<file path="src/rtl/regfile_dbg_pkg.sv">
// Shared types and defaults for the register-file debug access unit.
package regfile_dbg_pkg;

    localparam int unsigned XLEN_DEF  = 32;
    localparam int unsigned NREGS_DEF = 32;

    typedef enum logic [1:0] {
        OP_READ  = 2'b00,
        OP_WRITE = 2'b01,
        OP_CLEAR = 2'b10,
        OP_RSVD  = 2'b11
    } dbg_op_e;

    typedef enum logic [2:0] {
        ST_IDLE,
        ST_READ,
        ST_WRITE,
        ST_CLEAR,
        ST_RESP,
        ST_VERIFY
    } dbg_state_e;

endpackage

</file>
<file path="src/rtl/regfile_dbg_master.sv">
// Debug request channel to register-file port bridge (read port 1, write port 3).
// Optional write read-back check enabled by defining REGFILE_DBG_READBACK_EN.
module regfile_dbg_master
    import regfile_dbg_pkg::*;
#(
    parameter int unsigned XLEN   = XLEN_DEF,
    parameter int unsigned NREGS  = NREGS_DEF,
    localparam int unsigned ADDR_W = $clog2(NREGS)
) (
    input  logic              clk,
    input  logic              rst_n,
    input  logic              core_halted,
    input  logic              req_valid,
    output logic              req_ready,
    input  logic [1:0]        req_op,
    input  logic [ADDR_W-1:0] req_addr,
    input  logic [XLEN-1:0]   req_wdata,
    output logic              rsp_valid,
    input  logic              rsp_ready,
    output logic [XLEN-1:0]   rsp_rdata,
    output logic              rsp_err,
    output logic              core_stall,
    output logic [ADDR_W-1:0] rf_a1,
    input  logic [XLEN-1:0]   rf_rd1,
    output logic              rf_we3,
    output logic [ADDR_W-1:0] rf_a3,
    output logic [XLEN-1:0]   rf_wd3
);

    localparam logic [ADDR_W-1:0] LAST_IDX = ADDR_W'(NREGS - 1);

    dbg_state_e        state_q, state_d;
    logic [ADDR_W-1:0] addr_q;
    logic [XLEN-1:0]   wdata_q;
    logic [ADDR_W-1:0] idx_q;
    logic              reject;

    assign reject = !core_halted || (dbg_op_e'(req_op) == OP_RSVD);

    always_comb begin
        state_d    = state_q;
        req_ready  = 1'b0;
        rsp_valid  = 1'b0;
        core_stall = 1'b0;
        rf_a1      = '0;
        rf_we3     = 1'b0;
        rf_a3      = '0;
        rf_wd3     = '0;
        case (state_q)
            ST_IDLE: begin
                req_ready = 1'b1;
                if (req_valid) begin
                    if (reject) begin
                        state_d = ST_RESP;
                    end else begin
                        case (dbg_op_e'(req_op))
                            OP_READ:  state_d = ST_READ;
                            OP_WRITE: state_d = ST_WRITE;
                            default:  state_d = ST_CLEAR;
                        endcase
                    end
                end
            end
            ST_READ: begin
                core_stall = 1'b1;
                rf_a1      = addr_q;
                state_d    = ST_RESP;
            end
            ST_WRITE: begin
                core_stall = 1'b1;
                rf_we3     = 1'b1;
                rf_a3      = addr_q;
                rf_wd3     = wdata_q;
`ifdef REGFILE_DBG_READBACK_EN
                state_d    = ST_VERIFY;
`else
                state_d    = ST_RESP;
`endif
            end
`ifdef REGFILE_DBG_READBACK_EN
            ST_VERIFY: begin
                core_stall = 1'b1;
                rf_a1      = addr_q;
                state_d    = ST_RESP;
            end
`endif
            ST_CLEAR: begin
                core_stall = 1'b1;
                rf_we3     = 1'b1;
                rf_a3      = idx_q;
                if (idx_q == LAST_IDX) begin
                    state_d = ST_RESP;
                end
            end
            ST_RESP: begin
                rsp_valid = 1'b1;
                if (rsp_ready) begin
                    state_d = ST_IDLE;
                end
            end
            default: state_d = ST_IDLE;
        endcase
    end

    always_ff @(posedge clk or negedge rst_n) begin
        if (!rst_n) begin
            state_q   <= ST_IDLE;
            addr_q    <= '0;
            wdata_q   <= '0;
            idx_q     <= '0;
            rsp_rdata <= '0;
            rsp_err   <= 1'b0;
        end else begin
            state_q <= state_d;
            case (state_q)
                ST_IDLE: begin
                    if (req_valid) begin
                        addr_q    <= req_addr;
                        wdata_q   <= req_wdata;
                        idx_q     <= ADDR_W'(1);
                        rsp_rdata <= '0;
                        rsp_err   <= reject;
                    end
                end
                ST_READ: rsp_rdata <= rf_rd1;
`ifdef REGFILE_DBG_READBACK_EN
                ST_VERIFY: begin
                    rsp_rdata <= rf_rd1;
                    rsp_err   <= (rf_rd1 != wdata_q);
                end
`endif
                // Hold at the last index so the sweep can never revisit x0.
                ST_CLEAR: begin
                    if (idx_q != LAST_IDX) begin
                        idx_q <= idx_q + ADDR_W'(1);
                    end
                end
                default: ;
            endcase
        end
    end

endmodule

</file>
<file path="config.mk">
export PLATFORM = sky130hd
export DESIGN_NAME = regfile_dbg_master
export DESIGN_NICKNAME = d
export VERILOG_FILES = /design/src/rtl/regfile_dbg_pkg.sv /design/src/rtl/regfile_dbg_master.sv
export SDC_FILE = /design/constraint.sdc
export NUM_CORES = 1
export LEC_CHECK = 0
export ABC_AREA = 1
export CAP_MARGIN = 10
export CORE_AREA = 2 2 94 96
export DETAILED_ROUTE_END_ITERATION = 8
export DIE_AREA = 0 0 96 98
export GPL_ROUTABILITY_DRIVEN = 0
export PLACE_DENSITY = 0.79
export SETUP_SLACK_MARGIN = 0.4
export SYNTH_ARGS = -nofsm -noshare
export SYNTH_HDL_FRONTEND = slang
export SYNTH_SLANG_ARGS = --single-unit
</file>
<file path="constraint.sdc">
create_clock -name clk -period 2.1 [get_ports clk]
set_clock_uncertainty 0.1 [all_clocks]
set_input_delay 0.315 -clock clk [delete_from_list [all_inputs] [get_ports clk]]
set_output_delay 0.315 -clock clk [all_outputs]
set_load 0.005 [all_outputs]
</file>
; ---- After elaboration in Yosys (flattened, before gate mapping)
; Index checks and enable logic that the tools add are counted.
[op_classes]
mux = 18
reduce_logical = 13
n_eq_ne = 12
bitwise = 0
mul = 0
addsub = 1
shift = 0
n_div = 0
magnitude_cmp = 0
[ops]
columns = cell, count
row1 = $mux 32, 2
row2 = $pmux 32 s2, 1
row3 = $pmux 5 s2, 2
row4 = $mux 5, 3
row5 = $mux 3, 4
row6 = $pmux 3 s4, 1
row7 = $ne 2x2->1 const B, 4
row8 = $eq 3x2->1 const B, 2
row9 = $reduce_and 3->1, 2
row10 = $add 5x1->5 const B, 1
row11 = $eq 5x5->1 const B, 1
row12 = $ne 5x5->1 const B, 1
row13 = $mux 1, 4
row14 = $pmux 2 s2, 1
row15 = $reduce_and 2->1, 2
row16 = $reduce_bool 2->1, 2
row17 = $reduce_or 2->1, 2
row18 = $eq 3x1->1 const B, 1
row19 = $eq 3x3->1 const B, 1
row20 = $logic_not 3->1, 1
row21 = $reduce_or 3->1, 1
row22 = $eq 2x1->1 const B, 1
row23 = $eq 2x2->1 const B, 1
row24 = $logic_not 2->1, 1
row25 = 2 further kinds, 2
[word_totals]
latchBits = 0
word_cells = 50
reg_bits = 78
out_inout_bits = 79
mem_bits_rw = 0
mem_count = 0
romBits = 0
in_bits = 76

; ---- Longest topological paths before layout
; Gate-level depths: netlist of the first run.
[logic_depth]
depth_word = 5
depth_mapped = 10
mapped_depth_nobuf = 10

; ---- Worst setup path before layout of the first run
; No wires, ideal clock.
[synth_path]
path_kind = register -> register
start = register idx_q[0]
end = register idx_q[1]
setup_time_ns = 0.117
setup_slack_ns = 0.552
path_buffers = 0
arrival_time_ns = 1.330
period_less_slack_ns = 1.548
stages_incl_launch_ff = 11
t_required_ns = 1.883
cell_sequence = dfrtp_1 -> ha_1 -> nand2_1 -> nor2_1 -> ha_1 -> inv_1 -> nand2_1 -> nand2_1 -> inv_1 -> nand2_1 -> nand2_1
[synth_between]
elab_chain_len = 3
word_cells_on_any_way = 6
classes_between = add/sub (1) / eq/ne (2) / mux (2) / reduce/logical (1)
[synth_lines]
columns = item, line_no
row1 = from (decl), regfile_dbg_master.sv:35  ; logic [ADDR_W-1:0] idx_q;
row2 = from (signal assigned), regfile_dbg_master.sv:135  ; idx_q <= idx_q + ADDR_W'(1);
row3 = $add 5x1->5 or $ne 5x5->1 (tied branches), "regfile_dbg_master.sv:135, regfile_dbg_master.sv:134"
row4 = $mux 5 or $ne 2x2->1 (tied branches), -
row5 = $pmux 5 s2 or $reduce_and 3->1 (tied branches), -
; Several ways; a longest one is shown, not always the timed one. The select of a mux whose other input is x is not followed.
; A chain may end at the register's enable or synchronous reset.

; ---- Worst setup path in the final report of the first run
[layout_path]
start = register state_q[2]
end = output port rf_wd3[4]
[layout_between]
elab_chain_len = 2
[layout_lines]
columns = item, line_no
row1 = from (decl), regfile_dbg_master.sv:32  ; dbg_state_e state_q, state_d;
row2 = from (signal assigned), regfile_dbg_master.sv:114  ; state_q <= state_d;
row3 = $eq 3x2->1, regfile_dbg_master.sv:49  ; case (state_q)
row4 = $mux 32, regfile_dbg_master.sv:49
row5 = to (decl), regfile_dbg_master.sv:27  ; output logic [XLEN-1:0] rf_wd3
; Every way passes these cells.

==> results of run 1 <==
## flip-flops by register name (all words and copies together), names as in the netlist
name	count
idx_q	5
rsp_rdata	32
addr_q	5
state_q	3
wdata_q	32
rsp_err	1
## Yosys cell counts, drive strengths merged
cell / count
nand3: 43
nor2: 49
nand2: 63
o21ai: 76
buf: 17
o21bai: 1
inv: 81
o22ai: 2
nand3b: 1
clkbuf: 4
nor3: 1
ha: 2
dfrtp: 78
## cell type report
class                      count  area [um2]
inverter                      81       321.6
clock buffer                  11       141.4
sequential                    78        1954
timing repair buffer         222        2326
tap                          108       135.1
clock inverter                 5       106.4
fill                         566        2054
multi-input combinational    238        1426
## final timing paths
path                                 to  cells past startpoint           from  slack, ns
hold / removal              wdata_q[30]                      2          rst_n       0.35
min in group clk            wdata_q[16]                      3  req_wdata[16]       0.39
hold reg to reg                 rsp_err                      2        rsp_err       0.41
setup / recovery              rf_wd3[4]                      7     state_q[2]       0.07
max in group asynchronous  rsp_rdata[7]                      3          rst_n       0.94
setup reg to reg            wdata_q[10]                     10     state_q[1]       0.23
## routing by layer
layer / global-route usage / wire [um] / vias to the layer above
met4: 0.07033 / 367 / 0
met1: 0.2515 / 4496 / 1757
met2: 0.3793 / 6692 / 185
met5: 0 / 0 / -
met3: 0.09799 / 1172 / 35
li1: - / - / 1726
## cells by family after synthesis
| kind of cell | share of synthesized area |
|---|---|
| AO/OA/AOI/OAI | 0.1159 |
| adder cells (fa/ha/maj) | 0.007245 |
| buffers and inverters | 0.1210 |
| flip-flops | 0.5652 |
| AND/OR/NAND/NOR | 0.1906 |
## where the power goes
group | total, mW | leakage, nW | switching [mW] | internal [mW]
logic | 3.64 | 2.17 | 1.79 | 1.85
registers | 2.39 | 1.01 | 0.278 | 2.11
clock network | 1.40 | 0.120 | 0.574 | 0.825
## critical path, cell delays in order, from the launching register on
cell and delay (ns):
dfrtp_2 0.43, inv_2 0.09, nand3_4 0.11, buf_12 0.17, buf_12 0.12, buf_16 0.14
nor2_1 0.09, buf_2 0.12
## what timing repair did
action	in CTS	in global routing
setup buffers	20	20
resized for setup	231	129
cloned	2	15
endpoints found under the setup margin	52	134
endpoints found under the hold margin	34	0
hold buffers	1	0
pin swaps	11	11
## per-stage QoR
stage / cells / hold slack [ns] / setup slack [ns] / util
after floorplan: 418 / -0.08059 / 0.5522 / -
after global placement: 669 / 0.1920 / 0.09172 / 0.6046
after detailed placement: 669 / 0.1948 / 0.05810 / 0.6046
after CTS: 708 / 0.3662 / 0.1065 / 0.6626
after global routing: 743 / 0.3758 / 0.01139 / 0.7573
final: 743 / 0.3524 / 0.07050 / 0.7573
==> results_dict.tcl, run 1 <==
set metrics [dict create \
    status "finished, final reports clean" \
    synth_top_area_share 0.5652 \
    fp.dieH_um 98 \
    vias 3703 \
    hold_class "input port to async pin" \
    synthCells 418 \
    criticalPathCategory "flip-flop to output port" \
    die_area_um2 9408 \
    synth_cell_types 19 \
    ir_drop_mv 0.6740 \
    syn-cell-area_um2 3453 \
    io_buffers 154 \
    die_x_um 96 \
    finalCriticalPeriod_ns 2.030 \
    path_clk_slew_ns 0.09 \
    cts_sinks 78 \
    grt_max_degree 65 \
    postRouteWirelength_mm 12.73 \
    fin_area_um2 6411 \
    finalCritPeriodShare 0.9664 \
    cts_buffers 9 \
    grt_use_total 0.2243 \
    antenna_found_initial 0 \
    end_kind "output port" \
    rows 34 \
    worst_slew_pin_slew_ns 0.4602 \
    io_pins 155 \
    maxCapViolations 0 \
    wl_per_cell_um 17.13 \
    synth_top_cell_by_area "dfrtp_1" \
    p_per_area_nw_per_um2 1160 \
    coreArea_um2 8466 \
    grt_pass1_vias 3514 \
    arrival_ns 1.61 \
    slew_viol_final 0 \
    drc 0 \
    cts_buffer_depth 2 \
    cellLeakagePower_nw 3.301 \
    clk_latency_ns 0.35 \
    ant_nets 0 \
    drtPass1Iterations 4 \
    htree_num_levels 3 \
    avgSynthCellArea_um2 8.262 \
    fmax_mhz 492.7 \
    cts-root-buf "clkbuf_8" \
    ys_seq_elements 78 \
    cp_max_fo 9 \
    setup_viol 0 \
    synth-seq-area-share 0.5652 \
    grt_pass1_wl_mm 16.45 \
    yosys-top-cells-area "dfrtp_1 (57%), inv_1 (8.6%), nand2_1 (6.8%)" \
    nNetsFinal 708 \
    initial_core_util 0.4079 \
    synth_nets 496 \
    power.total_mw 7.436 \
    hold_viol_final 0 \
    area_growth_pct 85.65 \
    final_common_cell "clkdlybuf4s50_1" \
    cts_tree "yes" \
    yosysWarnings 0 \
    rsz0062_at_grt "yes" \
    drtIter0Drc 146 \
    antenna_cells 0 \
    worstSetupStartpointType "flip-flop" \
    drive_gt1_frac 0.2961 \
    via_per_inst 4.984 \
    relSlewSlack 0.6932 \
    setup-tns-final_ns 0 \
    dp_hpwl_mm 6.652 \
    dpl_cell_area_um2 5119 \
    grt_overflow_total 0 \
    worstPathRequired_ns 1.68 \
    mostFrequentLayoutCells "clkdlybuf4s50_1 (94), inv_1 (76), dfrtp_1 (76), nand2_1 (60), o21ai_1 (56)" \
]
Power figures use the tool's default switching activity.
==> run 2: changes to the inputs <==
- PLACE_DENSITY: 0.79 -> unset
- PLACE_DENSITY_LB_ADDON: unset -> 0.2
- SLEW_MARGIN: unset -> 5
==> run 2 against run 1 <==
Compared with the run above:
- combinational power up 2%
- routed wire length down 5.1%
- maximum frequency about the same
- critical path depth unchanged
- die area unchanged
- non-clock buffer count up 10
- largest power group unchanged
- sequential cell count unchanged
- worst setup slack worse by 0.0017 ns
- clock power down 11%
- count of clock-buffer cells in the layout unchanged
- first-iteration DRC count down 8.2%
- critical endpoint is now rf_wd3[22]
==> results_dict.tcl, run 2 (synthesis results as in run 1) <==
set metrics [dict create \
    status "finished, final reports clean" \
    wl_per_cell_um 16.07 \
    fin_cells 752 \
    die_x_um 96 \
    worst_slew_pin_slew_ns 0.4096 \
    p_sw_mw 2.557 \
    io_pins 155 \
    hold_class "input port to async pin" \
    dp_hpwl_mm 6.199 \
    worstPathRequired_ns 1.68 \
    grt_pass1_vias 3259 \
    path_buf_inv 5 \
    grt_pass1_wl_mm 15.07 \
    postRouteWirelength_mm 12.08 \
    power.total_mw 7.376 \
    crit_slowest_cell "dfrtp_1" \
    htree_num_levels 3 \
    drtPass1Iterations 4 \
    antenna_cells 0 \
    antenna_found_initial 0 \
    criticalPathCategory "flip-flop to output port" \
    reg2reg_from "state_q[1]" \
    cpPeakStageDelay_ns 0.40 \
    cellLeakagePower_nw 3.147 \
    cp_max_fo 6 \
    vias 3648 \
    drtIter0Drc 134 \
    rsz0062_at_grt "yes" \
    crit_family "buffers and inverters" \
    grt_overflow_total 0 \
    mostFrequentLayoutCells "clkdlybuf4s50_1 (107), inv_1 (77), dfrtp_1 (77), o21ai_1 (60), nand2_1 (59)" \
    place_worst_setup_slack_ns 0.1478 \
    coreArea_um2 8466 \
    startpoint "state_q[2]" \
    hold_viol_final 0 \
    ir_drop_mv 0.7296 \
    arrival_ns 1.62 \
    fp.dieH_um 98 \
    finalCriticalPeriod_ns 2.031 \
    ant_nets 0 \
    cts_buffers 9 \
    crit_chain "inv_2 > nand3_4 > buf_6 > buf_12 > buf_16 > nor2_1 > buf_2" \
    io_buffers 154 \
    slew_viol_final 0 \
    setup-tns-final_ns 0 \
    grt_use_total 0.2051 \
    area_growth_pct 86.05 \
    fill_cells 597 \
    initial_core_util 0.4079 \
    largestRegisters "rsp_rdata: 32 flops, wdata_q: 32 flops" \
    dp_cells 669 \
    p_comb_frac 0.504 \
    die_area_um2 9408 \
    p_clk_frac 0.170 \
    cts_tree "yes" \
    rows 34 \
    end_kind "output port" \
    power_frac_seq 0.326 \
    swShare 0.3466 \
    p_per_area_nw_per_um2 1148 \
    worstSetupStartpointType "flip-flop" \
    setup_slack_ns 0.06875 \
    grt_max_degree 65 \
    path_clk_slew_ns 0.08 \
    maxCapViolations 0 \
    final_common_cell "clkdlybuf4s50_1" \
    drc 0 \
    setup_viol 0 \
    drive_gt1_frac 0.3121 \
    fmax_mhz 492.3 \
    cts-root-buf "clkbuf_8" \
    nNetsFinal 718 \
    via_per_inst 4.851 \
    finalCritPeriodShare 0.9673 \
    relSlewSlack 0.7269 \
    cts_sinks 78 \
    cts_buffer_depth 2 \
    clk_latency_ns 0.33 \
    p_int_mw 4.820 \
]
==> run 2: repair_timing <==
action                                  4_1_cts  5_1_grt
setup buffers                                25       23
endpoints found under the setup margin       50      103
cloned                                        2       17
endpoints found under the hold margin        29        0
hold buffers                                  1        0
pin swaps                                     9       15
resized for setup                           230      113
==> run 2: power groups by stage <==
stage               clock network, mW  logic (mW)  registers, mW
finish                           1.25        3.72           2.41
global route                     1.35        3.99           2.47
CTS                              1.25        2.59           2.38
detailed placement                  0        2.26           2.39
global placement                    0        2.21           2.38
floorplan                           0        1.09           2.38
==> run 2: layout make-up <==
cell class                      count  area (um2)  area share
Clock buffer                       11       151.4     0.02356
Sequential cell                    78        1953      0.3040
Clock inverter                      4       70.07     0.01091
Multi-Input combinational cell    238        1390      0.2164
Timing Repair Buffer              232        2409      0.3749
Tap cell                          108       135.1     0.02103
Inverter                           81       316.6     0.04927
==> run 2: routing by layer <==
layer,vias up,wire [um],track usage
met5,-,0,0
met4,0,172,0.06044
met3,15,869,0.06019
met2,137,6269,0.3403
met1,1759,4770,0.2576
li1,1737,-,-
==> run 2: final timing paths <==
check / to / slack (ns) / cells after the start
worst min register to register: idx_q[3] / 0.41 / 2
min in group clk: rsp_rdata[9] / 0.41 / 3
worst min-delay path: addr_q[2] / 0.34 / 2
worst max register to register: wdata_q[7] / 0.27 / 10
worst max-delay path: rf_wd3[22] / 0.07 / 7
max in group asynchronous: wdata_q[6] / 0.96 / 3
==> run 2: per-stage QoR <==
stage                 util  hold slack, ns  area (um2)
floorplan                -        -0.08059        3453
global placement    0.6046          0.1689        5119
detailed placement  0.6046          0.1677        5119
CTS                 0.6595          0.3464        5583
global route        0.7589          0.3839        6425
finish              0.7589          0.3439        6425
